===== config.mk =====
export PLATFORM = sky130hd
export DESIGN_NAME = uart_rx_fifo_flat
export DESIGN_NICKNAME = d
export VERILOG_FILES = /design/src/rtl/uart_rx_fifo_if.sv /design/src/rtl/uart_rx_fifo.sv /design/src/flat_wrapper.sv
export SDC_FILE = /design/constraint.sdc
export NUM_CORES = 1
export LEC_CHECK = 0
export CAP_MARGIN = 5
export CORE_AREA = 2 2 120 122
export DETAILED_ROUTE_END_ITERATION = 12
export DIE_AREA = 0 0 122 124
export PLACE_DENSITY_LB_ADDON = 0.1
export RECOVER_POWER = 25
export SLEW_MARGIN = 20
export SYNTH_ARGS = -nofsm -noshare
export SYNTH_HDL_FRONTEND = slang
export SYNTH_SLANG_ARGS = --single-unit

===== constraint.sdc =====
create_clock -name i_clk -period 2.7 [get_ports i_clk]
set_clock_uncertainty 0.2 [all_clocks]
set_input_delay 0.54 -clock i_clk [delete_from_list [all_inputs] [get_ports i_clk]]
set_output_delay 0.54 -clock i_clk [all_outputs]
set_load 0.02 [all_outputs]

===== src/rtl/uart_rx_fifo_if.sv =====
// ---------------------------------------------------------------------------
// uart_rx_fifo_if
//   Bundles every signal between uart_rx_fifo and its neighbours: the write
//   side fed by uart_rx, the read side (valid/ready) used by the host, and
//   the status/flag outputs. Clock and reset are plain ports on the FIFO
//   itself and are not part of this interface.
//
//   Signals
//     i_rx_data       byte from uart_rx o_dout
//     i_rx_valid      1-cycle strobe from uart_rx o_valid
//     i_rx_error      uart_rx o_error, stored verbatim with the byte
//     o_dout          head-of-queue byte
//     o_err           error code stored with the head byte
//     o_valid         head entry present
//     i_ready         host accepts the head entry when o_valid && i_ready
//     o_count         number of stored entries, 0..DEPTH
//     o_empty         o_count == 0
//     o_full          o_count == DEPTH
//     o_almost_full   o_count >= AFULL_THRESH
//     o_overflow      sticky: at least one byte was dropped
//     i_clr_overflow  1-cycle pulse that clears o_overflow
//
//   Modports
//     slave   the FIFO (drives the o_* signals)
//     master  the surrounding logic / host (drives the i_* signals)
// ---------------------------------------------------------------------------
interface uart_rx_fifo_if #(
   parameter int DATA_WIDTH = 8,
   parameter int DEPTH      = 16,
   parameter int CNT_WIDTH  = $clog2(DEPTH) + 1
);

   logic [DATA_WIDTH-1:0] i_rx_data;
   logic                  i_rx_valid;
   logic [1:0]            i_rx_error;
   logic [DATA_WIDTH-1:0] o_dout;
   logic [1:0]            o_err;
   logic                  o_valid;
   logic                  i_ready;
   logic [CNT_WIDTH-1:0]  o_count;
   logic                  o_empty;
   logic                  o_full;
   logic                  o_almost_full;
   logic                  o_overflow;
   logic                  i_clr_overflow;

   modport slave (
      input  i_rx_data, i_rx_valid, i_rx_error, i_ready, i_clr_overflow,
      output o_dout, o_err, o_valid, o_count, o_empty, o_full,
             o_almost_full, o_overflow
   );

   modport master (
      output i_rx_data, i_rx_valid, i_rx_error, i_ready, i_clr_overflow,
      input  o_dout, o_err, o_valid, o_count, o_empty, o_full,
             o_almost_full, o_overflow
   );

endinterface


===== src/rtl/uart_rx_fifo.sv =====
// ---------------------------------------------------------------------------
// uart_rx_fifo
//   Receive buffer that sits directly behind uart_rx. Each {error, byte}
//   word is captured on the uart_rx valid strobe into a DEPTH-entry circular
//   buffer and handed to the host in first-word-fall-through order through a
//   valid/ready handshake. Fill level, almost-full watermark and a sticky
//   overflow flag are reported alongside. Single clock domain.
//
//   Parameters
//     DATA_WIDTH    payload width, equal to the uart_rx DATA_WIDTH
//     DEPTH         number of entries, power of two and >= 2
//     AFULL_THRESH  o_almost_full asserts when count >= AFULL_THRESH
//
//   Ports
//     i_clk   system clock, rising edge
//     i_rst   synchronous active-high reset
//     bus     uart_rx_fifo_if.slave (write side, read side and status)
// ---------------------------------------------------------------------------
module uart_rx_fifo #(
   parameter int DATA_WIDTH   = 8,
   parameter int DEPTH        = 16,
   parameter int AFULL_THRESH = 12
) (
   input  logic            i_clk,
   input  logic            i_rst,
   uart_rx_fifo_if.slave   bus
);

   localparam int CNT_WIDTH  = $clog2(DEPTH) + 1;
   localparam int ADDR_WIDTH = CNT_WIDTH - 1;
   localparam int WORD_WIDTH = DATA_WIDTH + 2;
   localparam logic [CNT_WIDTH-1:0] AFULL_C = CNT_WIDTH'(AFULL_THRESH);

   logic [WORD_WIDTH-1:0] mem [DEPTH];
   logic [CNT_WIDTH-1:0]  wr_ptr;
   logic [CNT_WIDTH-1:0]  rd_ptr;
   logic [CNT_WIDTH-1:0]  count;
   logic                  overflow;
   logic                  empty;
   logic                  full;
   logic                  rd;
   logic                  wr;
   logic                  drop;

   // Pointers carry one extra wrap bit so that equal addresses can be told
   // apart as "empty" (wrap bits equal) or "full" (wrap bits differ).
   assign empty = (wr_ptr == rd_ptr);
   assign full  = (wr_ptr[CNT_WIDTH-1] != rd_ptr[CNT_WIDTH-1]) &&
                  (wr_ptr[ADDR_WIDTH-1:0] == rd_ptr[ADDR_WIDTH-1:0]);

   // A full FIFO may still take a byte in the cycle its head is popped,
   // because the slot being freed is the one the write lands in.
   assign rd   = !empty && bus.i_ready;
   assign wr   = bus.i_rx_valid && (!full || rd);
   assign drop = bus.i_rx_valid && full && !rd;

   // Storage is deliberately not reset; nothing reads it while empty.
   always_ff @(posedge i_clk) begin
      if (!i_rst && wr) begin
         mem[wr_ptr[ADDR_WIDTH-1:0]] <= {bus.i_rx_error, bus.i_rx_data};
      end
   end

   // Pointer, count and overflow bookkeeping. Setting overflow on a drop
   // takes priority over a clear request arriving in the same cycle so a
   // lost byte is never silently forgotten.
   always_ff @(posedge i_clk) begin
      if (i_rst) begin
         wr_ptr   <= '0;
         rd_ptr   <= '0;
         count    <= '0;
         overflow <= 1'b0;
      end else begin
         if (wr) begin
            wr_ptr <= wr_ptr + CNT_WIDTH'(1);
         end
         if (rd) begin
            rd_ptr <= rd_ptr + CNT_WIDTH'(1);
         end
         unique case ({wr, rd})
            2'b10:   count <= count + CNT_WIDTH'(1);
            2'b01:   count <= count - CNT_WIDTH'(1);
            default: count <= count;
         endcase
         if (drop) begin
            overflow <= 1'b1;
         end else if (bus.i_clr_overflow) begin
            overflow <= 1'b0;
         end
      end
   end

   // Head word falls straight through from storage; every status output is
   // a function of registered state only, so i_rx_valid never reaches an
   // output combinationally.
   assign {bus.o_err, bus.o_dout} = mem[rd_ptr[ADDR_WIDTH-1:0]];
   assign bus.o_valid       = !empty;
   assign bus.o_empty       = empty;
   assign bus.o_full        = full;
   assign bus.o_count       = count;
   assign bus.o_almost_full = (count >= AFULL_C);
   assign bus.o_overflow    = overflow;

endmodule


===== src/flat_wrapper.sv =====
// flat-port wrapper written by rule: the top's interface ports become plain ports
module uart_rx_fifo_flat 
#(
   parameter int DATA_WIDTH   = 8,
   parameter int DEPTH        = 16,
   parameter int AFULL_THRESH = 12
)
  (i_clk, i_rst, bus_i_rx_data, bus_i_rx_valid, bus_i_rx_error, bus_i_ready, bus_i_clr_overflow, bus_o_dout, bus_o_err, bus_o_valid, bus_o_count, bus_o_empty, bus_o_full, bus_o_almost_full, bus_o_overflow);
  uart_rx_fifo_if #(.DATA_WIDTH(DATA_WIDTH), .DEPTH(DEPTH)) bus_i ();
  input  logic i_clk;
  input  logic i_rst;
  input wire logic [$bits(bus_i.i_rx_data)-1:0] bus_i_rx_data;
  input wire logic [$bits(bus_i.i_rx_valid)-1:0] bus_i_rx_valid;
  input wire logic [$bits(bus_i.i_rx_error)-1:0] bus_i_rx_error;
  input wire logic [$bits(bus_i.i_ready)-1:0] bus_i_ready;
  input wire logic [$bits(bus_i.i_clr_overflow)-1:0] bus_i_clr_overflow;
  output wire logic [$bits(bus_i.o_dout)-1:0] bus_o_dout;
  output wire logic [$bits(bus_i.o_err)-1:0] bus_o_err;
  output wire logic [$bits(bus_i.o_valid)-1:0] bus_o_valid;
  output wire logic [$bits(bus_i.o_count)-1:0] bus_o_count;
  output wire logic [$bits(bus_i.o_empty)-1:0] bus_o_empty;
  output wire logic [$bits(bus_i.o_full)-1:0] bus_o_full;
  output wire logic [$bits(bus_i.o_almost_full)-1:0] bus_o_almost_full;
  output wire logic [$bits(bus_i.o_overflow)-1:0] bus_o_overflow;
  assign bus_i.i_rx_data = bus_i_rx_data;
  assign bus_i.i_rx_valid = bus_i_rx_valid;
  assign bus_i.i_rx_error = bus_i_rx_error;
  assign bus_i.i_ready = bus_i_ready;
  assign bus_i.i_clr_overflow = bus_i_clr_overflow;
  assign bus_o_dout = bus_i.o_dout;
  assign bus_o_err = bus_i.o_err;
  assign bus_o_valid = bus_i.o_valid;
  assign bus_o_count = bus_i.o_count;
  assign bus_o_empty = bus_i.o_empty;
  assign bus_o_full = bus_i.o_full;
  assign bus_o_almost_full = bus_i.o_almost_full;
  assign bus_o_overflow = bus_i.o_overflow;
  uart_rx_fifo #(.DATA_WIDTH(DATA_WIDTH), .DEPTH(DEPTH), .AFULL_THRESH(AFULL_THRESH)) u_core (.i_clk(i_clk), .i_rst(i_rst), .bus(bus_i));
endmodule

==> flow_metrics.tcl <==
set metrics [dict create \
    ir_drop_uv 362 \
    dr_wl_met2_um 7250 \
    final_area_um2 8910 \
    status "finished, violations left" \
    fin_crit_sh 1.11 \
    met3_length_um 756 \
    wire_per_inst_um 22.9 \
    worst_pin_slew_ns 0.647 \
    clk_pin_slew_worst_paths_ns 0.06 \
    rows 43 \
    antenna_found_initial 1 \
    drt_wl_total_um 14900 \
    cp-end-kind "output pin" \
    dp_cells 621 \
    cap_violations 0 \
    seq_area_frac_synth 0.709 \
    ant_nets 0 \
    ys_warn_count 0 \
    timing.rr.end "u_core.bus.o_count[4]" \
    fp.dieW_um 122 \
    cts_hold_buf 0 \
    synth_ff_type "edfxtp_1" \
    crit_required_ns 1.96 \
    grt_pass1_vias 3603 \
    diodes 0 \
    highest_layer "met5" \
    synth_area_leader_cell "edfxtp_1" \
    ctsRootBufferMaster "clkbuf_16" \
    insertion_delay_ns 0.42 \
    p_switching_mw 1.52 \
    cp_max_fo 12 \
    numPortBuffers 34 \
    crit_arrival_ns 2.25 \
    synth_nets 387 \
    path_class "reg2out" \
    num_io_pins 35 \
    grt_usage 0.213 \
    grt_pass1_wl_um 22200 \
    firstDrtPassIters 4 \
    p_comb_frac 0.185 \
    core_um2 13700 \
    drc 0 \
    rsz0062_at_grt "yes" \
    max_freq_mhz 334 \
    synth_top_area_share 0.654 \
    via_per_inst 5.67 \
    min_from "u_core.bus.o_count[2]" \
    grt_overflow 0 \
    cts_tree "done" \
    yosys-top-cells-count "edfxtp_1 (160), mux4_1 (31), nor2_1 (28), dfxtp_1 (20), mux4_2 (19)" \
    max-slew-margin-rel 0.568 \
    drive_gt1_frac 0.291 \
    violations "negative setup slack" \
    layout_min_cycle_time_ns 2.99 \
    die-height_um 124 \
    reg2reg_depth 10 \
    powerDensity_nw_per_um2 731 \
    yosysMostFrequentCell "edfxtp_1" \
    drt_iter0_markers 293 \
    area_growth_pct 21.4 \
    worst_slack_ns -0.290 \
    report.final.setup_viol 10 \
    netlist_instances 363 \
    whs_path_depth 2 \
    hp-class "reg2reg" \
    grt_max_degree 22 \
    p_int_mw 4.99 \
    vias 3710 \
    synth_edf_count 160 \
    dp_hpwl_um 10000 \
    wl_met1_um 6680 \
    clkPwrFrac 0.333 \
    synth.area.top_cells "edfxtp_1 (65%), mux4_1 (11%), mux4_2 (5.8%)" \
    seqPwrFrac 0.482 \
    syn_area_um2 7340 \
    numCtsBuffers 17 \
    fp.dieArea_um2 15100 \
    instances_no_fill 654 \
    ys_ff_latch 180 \
    nets 487 \
    dpl_cell_area_um2 8350 \
    cts.sinks 180 \
    synth.distinct_cells 39 \
    r2r_start "u_core.rd_ptr[0]" \
    swShare 0.233 \
    start_kind "flop" \
    postSynthAreaPerCell_um2 20.2 \
    p_leak_nw 3.10 \
    start_util 0.535 \
    min_to "u_core.bus.o_count[2]" \
    whs_ns 0.312 \
    gp_congestion 0.749 \
    rrSetupSlack_ns 0.19 \
    h-tree-depth 4 \
    hold_viol 0 \
    slew_violations 0 \
    async_flop_share 0 \
    clockBufferDepth 2 \
]
worst max-delay path: stages (launching register included):
cell	delay (ns)
dfxtp_4	0.41
buf_12	0.17
mux4_1	0.56
mux4_2	0.50
buf_2	0.18
cell type report:
cell class / count / area [µm²]
tap: 180 / 225
clock inverter: 8 / 62.6
fill: 954 / 4810
multi-input combinational: 158 / 1990
timing repair buffer: 97 / 938
inverter: 9 / 33.8
sequential: 180 / 5210
clock buffer: 22 / 444
flip-flops by register name, summed over array words and instances, names as in the netlist, named ones only:
name,flops
u_core.mem,160
u_core.bus.o_count,5
u_core.rd_ptr,5
u_core.wr_ptr,5
u_core.bus.o_overflow,1
power groups by stage:
stage          clock, mW  combinational [mW]  sequential, mW
2_1_floorplan          0               0.705            3.20
3_3_place_gp           0                1.12            3.19
3_5_place_dp           0                1.14            3.19
4_1_cts             2.20                1.22            3.14
5_1_grt             2.31                1.29            3.14
6_report            2.17                1.21            3.14
per-layer routing:
layer  GRT usage  up-vias
met5           0        -
met4      0.0812        2
met3      0.0476       22
met2       0.334       98
met1       0.296     1915
li1            -     1673
stage by stage:
| stage | power [mW] | utilization | worst slack, ns | setup TNS [ns] |
|---|---|---|---|---|
| floorplan | 3.90 | - | 0.0332 | 0 |
| global placement | 4.31 | 0.608 | -0.273 | -2.51 |
| detailed placement | 4.33 | 0.608 | -0.283 | -2.62 |
| CTS | 6.55 | 0.648 | -0.326 | -2.88 |
| global route | 6.74 | 0.649 | -0.340 | -3.20 |
| finish | 6.51 | 0.649 | -0.290 | -2.63 |
placed cells by master, fill, tap and decap left out, types with 2 or more instances in the layout:
| master | instances |
|---|---|
| a21o_1 | 3 |
| xnor2_2 | 4 |
| mux4_1 | 22 |
| buf_2 | 4 |
| and3_1 | 2 |
| o211ai_1 | 4 |
| inv_1 | 8 |
| nor2b_1 | 2 |
| clkinv_1 | 4 |
| nor2_1 | 28 |
| a21oi_1 | 3 |
| clkbuf_1 | 5 |
| dfxtp_1 | 16 |
| clkdlybuf4s50_1 | 15 |
| buf_6 | 5 |
| clkbuf_16 | 17 |
| edfxtp_1 | 160 |
| clkinv_2 | 2 |
| mux4_2 | 28 |
| buf_16 | 2 |
| dlygate4sd3_1 | 7 |
| mux2i_1 | 5 |
| nand4_1 | 2 |
| buf_4 | 54 |
| nand2_1 | 11 |
| dfxtp_2 | 3 |
| nand2b_1 | 4 |
| nor3_2 | 4 |
| xor2_1 | 7 |
| buf_12 | 8 |
| ha_1 | 8 |
| o21ai_0 | 4 |
| xnor2_1 | 5 |
worst max path at each step:
stage,from,to,slack (ns),depth (start not counted)
global placement,flop,bus_o_dout[2],-0.27,4
finish,flop,bus_o_dout[0],-0.29,4
global route,flop,bus_o_err[1],-0.34,5
floorplan,u_core.wr_ptr[2],u_core.bus.o_count[4],0.03,11
detailed placement,flop,bus_o_dout[2],-0.28,4
CTS,flop,bus_o_dout[0],-0.33,4
cell families after synthesis:
| logic type | count (synthesis) | share of synthesized area |
|---|---|---|
| compound gates | 19 | 0.0179 |
| simple gates | 57 | 0.0353 |
| flops | 180 | 0.709 |
| mux | 57 | 0.181 |
| fa+ha+maj | 9 | 0.0164 |
| xor+xnor | 16 | 0.0201 |
| buf+inv | 25 | 0.0208 |
timing repair:
| action | in CTS | in global routing |
|---|---|---|
| buffers inserted | 1 | 0 |
| cloned | 2 | 0 |
| setup endpoints to repair | 11 | 12 |
| resized for setup | 63 | 8 |
(Power assumes the default switching activity.)
